### src/rtl/wall_datapath.sv
// Wall datapath: x position, gap row, movement tick, collision and score.
// Optional WALL_SPEEDUP_EN: step grows by 1 px per 8 walls passed, capped at 4.
module wall_datapath #(
    parameter int SCREEN_W  = 160,
    parameter int SCREEN_H  = 120,
    parameter int WALL_W    = 4,
    parameter int GAP_H     = 32,
    parameter int FRAME_DIV = 833333,
    parameter int STEP      = 1,
    parameter int X_W       = 8,
    parameter int Y_W       = 7
) (
    input  logic           clk,
    input  logic           resetn,
    input  logic           start,
    input  logic           move,
    input  logic [X_W-1:0] player_x,
    input  logic [Y_W-1:0] player_y,
    output logic [X_W-1:0] wall_x,
    output logic [Y_W-1:0] gap_y,
    output logic           touched,
    output logic           hit,
    output logic [7:0]     score
);

    localparam int CNT_W = (FRAME_DIV > 1) ? $clog2(FRAME_DIV) : 1;
    localparam logic [X_W-1:0]   X_START = X_W'(SCREEN_W - WALL_W);
    localparam logic [6:0]       GMAX    = 7'(SCREEN_H - GAP_H);
    localparam logic [CNT_W-1:0] CNT_TOP = CNT_W'(FRAME_DIV - 1);

    logic [7:0]       lfsr;
    logic [CNT_W-1:0] cnt;
    logic             lfsr_fb;
    logic             tick;
    logic             collide;
    logic [6:0]       gap_v;
    logic [6:0]       gap_next;
    logic [X_W:0]     px_ext, wx_lo, wx_hi;
    logic [Y_W:0]     py_ext, gy_lo, gy_hi;
    logic [X_W-1:0]   step_eff;

    // x^8+x^6+x^5+x^4+1, shifting left; the all-zero state is unreachable from A5
    assign lfsr_fb = lfsr[7] ^ lfsr[5] ^ lfsr[4] ^ lfsr[3];

    // Fold values above GMAX back into range so every gap fits on screen
    assign gap_v    = lfsr[6:0];
    assign gap_next = (gap_v > GMAX) ? (gap_v - GMAX - 7'd1) : gap_v;

    assign tick = move && !start && (cnt == CNT_TOP);

    // Widened compares so the right/bottom edges cannot wrap
    assign px_ext  = {1'b0, player_x};
    assign wx_lo   = {1'b0, wall_x};
    assign wx_hi   = wx_lo + (X_W+1)'(WALL_W - 1);
    assign py_ext  = {1'b0, player_y};
    assign gy_lo   = {1'b0, gap_y};
    assign gy_hi   = gy_lo + (Y_W+1)'(GAP_H - 1);
    assign collide = (px_ext >= wx_lo) && (px_ext <= wx_hi) &&
                     ((py_ext < gy_lo) || (py_ext > gy_hi));

`ifdef WALL_SPEEDUP_EN
    logic [5:0] step_sum;
    assign step_sum = 6'(STEP) + {1'b0, score[7:3]};
    assign step_eff = (step_sum > 6'd4) ? X_W'(4) : X_W'(step_sum);
`else
    assign step_eff = X_W'(STEP);
`endif

    always_ff @(posedge clk) begin
        if (!resetn) begin
            wall_x  <= X_START;
            gap_y   <= '0;
            touched <= 1'b0;
            hit     <= 1'b0;
            score   <= 8'd0;
            cnt     <= '0;
            lfsr    <= 8'hA5;
        end else begin
            lfsr    <= {lfsr[6:0], lfsr_fb};
            touched <= 1'b0;
            if (start) begin
                wall_x <= X_START;
                gap_y  <= Y_W'(gap_next);
                hit    <= 1'b0;
                cnt    <= '0;
            end else if (!move) begin
                cnt <= '0;
            end else if (tick) begin
                cnt <= '0;
                if (collide) begin
                    hit     <= 1'b1;
                    touched <= 1'b1;
                end else if (wall_x <= step_eff) begin
                    wall_x  <= '0;
                    touched <= 1'b1;
                    if (score != 8'hFF)
                        score <= score + 8'd1;
                end else begin
                    wall_x <= wall_x - step_eff;
                end
            end else begin
                cnt <= cnt + CNT_W'(1);
            end
        end
    end

endmodule
### config.mk
export PLATFORM = sky130hd
export DESIGN_NAME = wall_datapath
export DESIGN_NICKNAME = d
export VERILOG_FILES = /design/src/rtl/wall_datapath.sv
export SDC_FILE = /design/constraint.sdc
export NUM_CORES = 1
export LEC_CHECK = 0
export CORE_MARGIN = 2
export CORE_UTILIZATION = 45
export CTS_CLUSTER_DIAMETER = 30
export DETAILED_ROUTE_END_ITERATION = 12
export PLACE_DENSITY = 0.67
export SYNTH_ARGS = -nofsm -noshare
export SYNTH_HDL_FRONTEND = slang
export SYNTH_SLANG_ARGS = --single-unit
### constraint.sdc
create_clock -name clk -period 3.9 [get_ports clk]
set_clock_uncertainty 0.15 [all_clocks]
set_input_delay 0.78 -clock clk [delete_from_list [all_inputs] [get_ports clk]]
set_output_delay 0.78 -clock clk [all_outputs]
set_load 0.01 [all_outputs]
==> qor.yml <==
run_status:
  outcome: "finished, final reports clean"
placed_design:
  hpwlAfterDp_mm: 5.53
  gp_congestion: 0.908
  preCtsSetupSlack_ns: 0.349
  placed_cells: 533
  portBuffers: 43
cells_and_area:
  antenna_cells: 0
  final_util_pct: 54.9
  areaGrowthSynthToFinish_pct: 18.3
  nets: 498
  fin_cells: 540
  drive_above_1_share_pct: 4.76
die:
  io_pins: 44
  die_w_um: 90.5
  die_h_um: 90.5
  coreArea_um2: 7250
  rows: 31
  start_util_pct: 46.4
  die_area_um2: 8190
synth:
  synth_cell_types: 54
  synth_flop_cell: "dfxtp_1"
  synth_area_per_cell_um2: 8.48
  synth-async-reset-ratio_pct: 0
  ys_ff_latch: 53
  syn_nets: 454
  syn-cell-area_um2: 3370
  seq_area_frac_synth_pct: 31.5
  syn_inst: 397
  synth_edf_count: 0
  synth_warnings: 0
worst_setup_path:
  r2r_start: "wall_x[0]$_SDFFE_PP0P_"
  worstPathMaxFanout: 13
  cp.required_ns: 3.94
  end_kind: "flop"
  reg2reg_slack_ns: 0.49
  timing.critical_path.from_type: "flop"
  worstPathArrival_ns: 3.45
  timing.rr.end: "wall_x[4]$_SDFFE_PP1P_"
  r2r_cells: 13
  path_class: "reg -> reg"
sta:
  finalMaxSlewViolations: 0
  period_needed_ns: 3.41
  final_hold_viol_count: 0
  fmax_mhz: 294
  setup_tns_ns: 0
  setup_viol: 0
  setup_slack_ns: 0.493
  worst_pin_slew_ns: 0.745
  slew_headroom_pct: 50.2
  rsz0062_at_grt: "no"
  post-route-period-util_pct: 87.4
clocking:
  clk_pin_slew_ns: 0.09
  cts_htree_levels: 2
  post_cts_buffers: 0
  cts_tree: "built"
  numCtsBuffers: 5
  clockRootBuffer: "clkbuf_8"
  cts-resized-gates: 0
  clock_latency_ns: 0.29
  clkSinkCount: 53
  clock_path_buffers: 2
  hold_buffers: 0
global_route:
  grt_pass1_vias: 2694
  antenna_found_initial: 0
  grt_util_all_layers_pct: 17.8
  grt_max_degree: 21
  grt_pass1_wl_mm: 12.3
  grt-ovfl-total: 0
detailed_routing:
  vias: 2818
  wl_mm: 7.00
  drtPass1Iterations: 4
  initialDrtViolationCount: 92
  wl_per_cell_um: 13.0
  route.detailed.drc: 0
  drt-vias-per-instance: 5.22
  antenna_left: 0
pwr:
  ir_drop_uv: 143
  cellLeakagePower_nw: 1.52
  powerDensity_nw_per_um2: 268
worst_hold_path:
  hold_path_class: "reg -> reg"
  hold_path_depth: 1
  worstHoldStart: "cnt[0]$_SDFF_PP0_"
  min_to: "cnt[0]$_SDFF_PP0_"
job:
  max_cap_violations: 0
==> through the flow <==
step | cell area, um^2 | hold slack, ns | total power [mW]
6_report | 3980 | 0.332 | 1.07
3_3_place_gp | 3900 | 0.305 | 0.772
4_1_cts | 3980 | 0.337 | 1.08
5_1_grt | 3980 | 0.371 | 1.13
3_5_place_dp | 3900 | 0.311 | 0.777
2_1_floorplan | 3370 | 0.280 | 0.711
==> cell usage in the layout, fill, tap and decap left out, types with 2 or more instances in the layout <==
cell / synthesis / final
nor2b_1: 2 / 2
clkbuf_8: 0 / 6
and4_1: 3 / 3
o211ai_1: 2 / 2
o2111ai_1: 2 / 2
a211o_1: 2 / 2
ha_1: 38 / 38
nor4bb_1: 2 / 2
nand2_1: 26 / 26
a211oi_1: 5 / 5
a21oi_1: 17 / 17
xor2_1: 12 / 12
buf_4: 0 / 2
dfxtp_1: 53 / 53
nand4_1: 10 / 10
nor3_2: 3 / 3
a311oi_1: 3 / 3
and3_1: 7 / 7
mux2i_1: 7 / 7
nor2_1: 52 / 52
clkdlybuf4s50_1: 0 / 43
nand3b_1: 2 / 2
or4_1: 2 / 2
xnor2_1: 25 / 25
nor3_1: 10 / 10
a21o_1: 5 / 5
nand3_1: 22 / 22
inv_1: 31 / 31
o21ai_0: 11 / 11
nand2b_1: 8 / 8
or3_1: 4 / 4
==> layout make-up <==
class,instances,area (um^2)
Clock buffer,7,86.3
Fill cell,712,3270
Timing Repair Buffer,45,445
Inverter,31,116
Tap cell,99,124
Sequential cell,53,1060
Multi-Input combinational cell,305,2150
==> power breakdown <==
group / leakage (nW) / internal [mW] / switching [mW]
registers: 0.431 / 0.555 / 0.0148
logic: 1.04 / 0.0936 / 0.101
clock network: 0.0443 / 0.141 / 0.161
total: 1.52 / 0.789 / 0.276
==> cell families after synthesis <==
logic type	synth area share, %
adder cells (fa/ha/maj)	14.1
buffers and inverters	4.61
AO/OA/AOI/OAI	13.8
AND/OR/NAND/NOR	24.3
flip-flops	31.5
XOR/XNOR	9.63
multiplexers	2.08
==> critical path, stage by stage (launching register included) <==
cell	delay, ns
dfxtp_1	0.44
inv_1	0.12
ha_1	0.30
nor2b_1	0.17
nand4_1	0.15
xnor2_1	0.17
ha_1	0.29
nand4_1	0.12
a21oi_1	0.17
nor4_1	0.08
o31a_4	0.33
a21boi_4	0.37
nand4_1	0.14
a211o_1	0.30
==> metal layers <==
layer / track usage, % / up-vias / wire, um
li1: - / 1472 / -
met1: 24.0 / 1299 / 3530
met2: 29.2 / 40 / 3110
met3: 3.34 / 7 / 276
met4: 5.26 / 0 / 84
met5: 0 / - / 0
==> worst max path at each step <==
| stage | start | end | slack, ns | cells past startpoint |
|---|---|---|---|---|
| after floorplan | wall_x[0]$_SDFFE_PP0P_ | score[7]$_SDFFE_PN0P_ | 0.86 | 14 |
| after global placement | player_y[3] | wall_x[4]$_SDFFE_PP1P_ | 0.46 | 9 |
| after detailed placement | player_y[3] | wall_x[4]$_SDFFE_PP1P_ | 0.35 | 9 |
| after CTS | wall_x[0]$_SDFFE_PP0P_ | wall_x[4]$_SDFFE_PP1P_ | 0.48 | 13 |
| after global routing | wall_x[0]$_SDFFE_PP0P_ | wall_x[4]$_SDFFE_PP1P_ | 0.23 | 13 |
| final | wall_x[0]$_SDFFE_PP0P_ | wall_x[4]$_SDFFE_PP1P_ | 0.49 | 13 |
==> sequential cells by signal, indices dropped and copies added (netlist names) <==
signal / cells
touched: 1
gap_y: 7
hit: 1
cnt: 20
lfsr: 8
score: 8
wall_x: 8
==> cells in the mapped netlist, types with 2 or more instances <==
library cell,instances,share of area [%]
mux2i_1,7,2.1
nand2b_1,8,1.5
nand4_1,10,1.9
ha_1,38,14
dfxtp_1,53,32
nor2b_1,2,0.37
nor3_2,3,0.89
xnor2_1,25,6.5
and3_1,7,1.3
a311oi_1,3,0.78
clkbuf_1,6,0.67
and4_1,3,0.78
a21o_1,5,1.1
nor2_1,52,5.8
o2111ai_1,2,0.52
or3_1,4,0.74
nand3_1,22,3.3
nand3b_1,2,0.45
xor2_1,12,3.1
o21ai_0,11,1.6
a211oi_1,5,1.1
o211ai_1,2,0.45
nand2_1,26,2.9
inv_1,31,3.5
nor3_1,10,1.5
or4_1,2,0.45
a211o_1,2,0.52
a21oi_1,17,2.5
nor4bb_1,2,0.59
No activity file was read; power rests on OpenSTA's default activity.
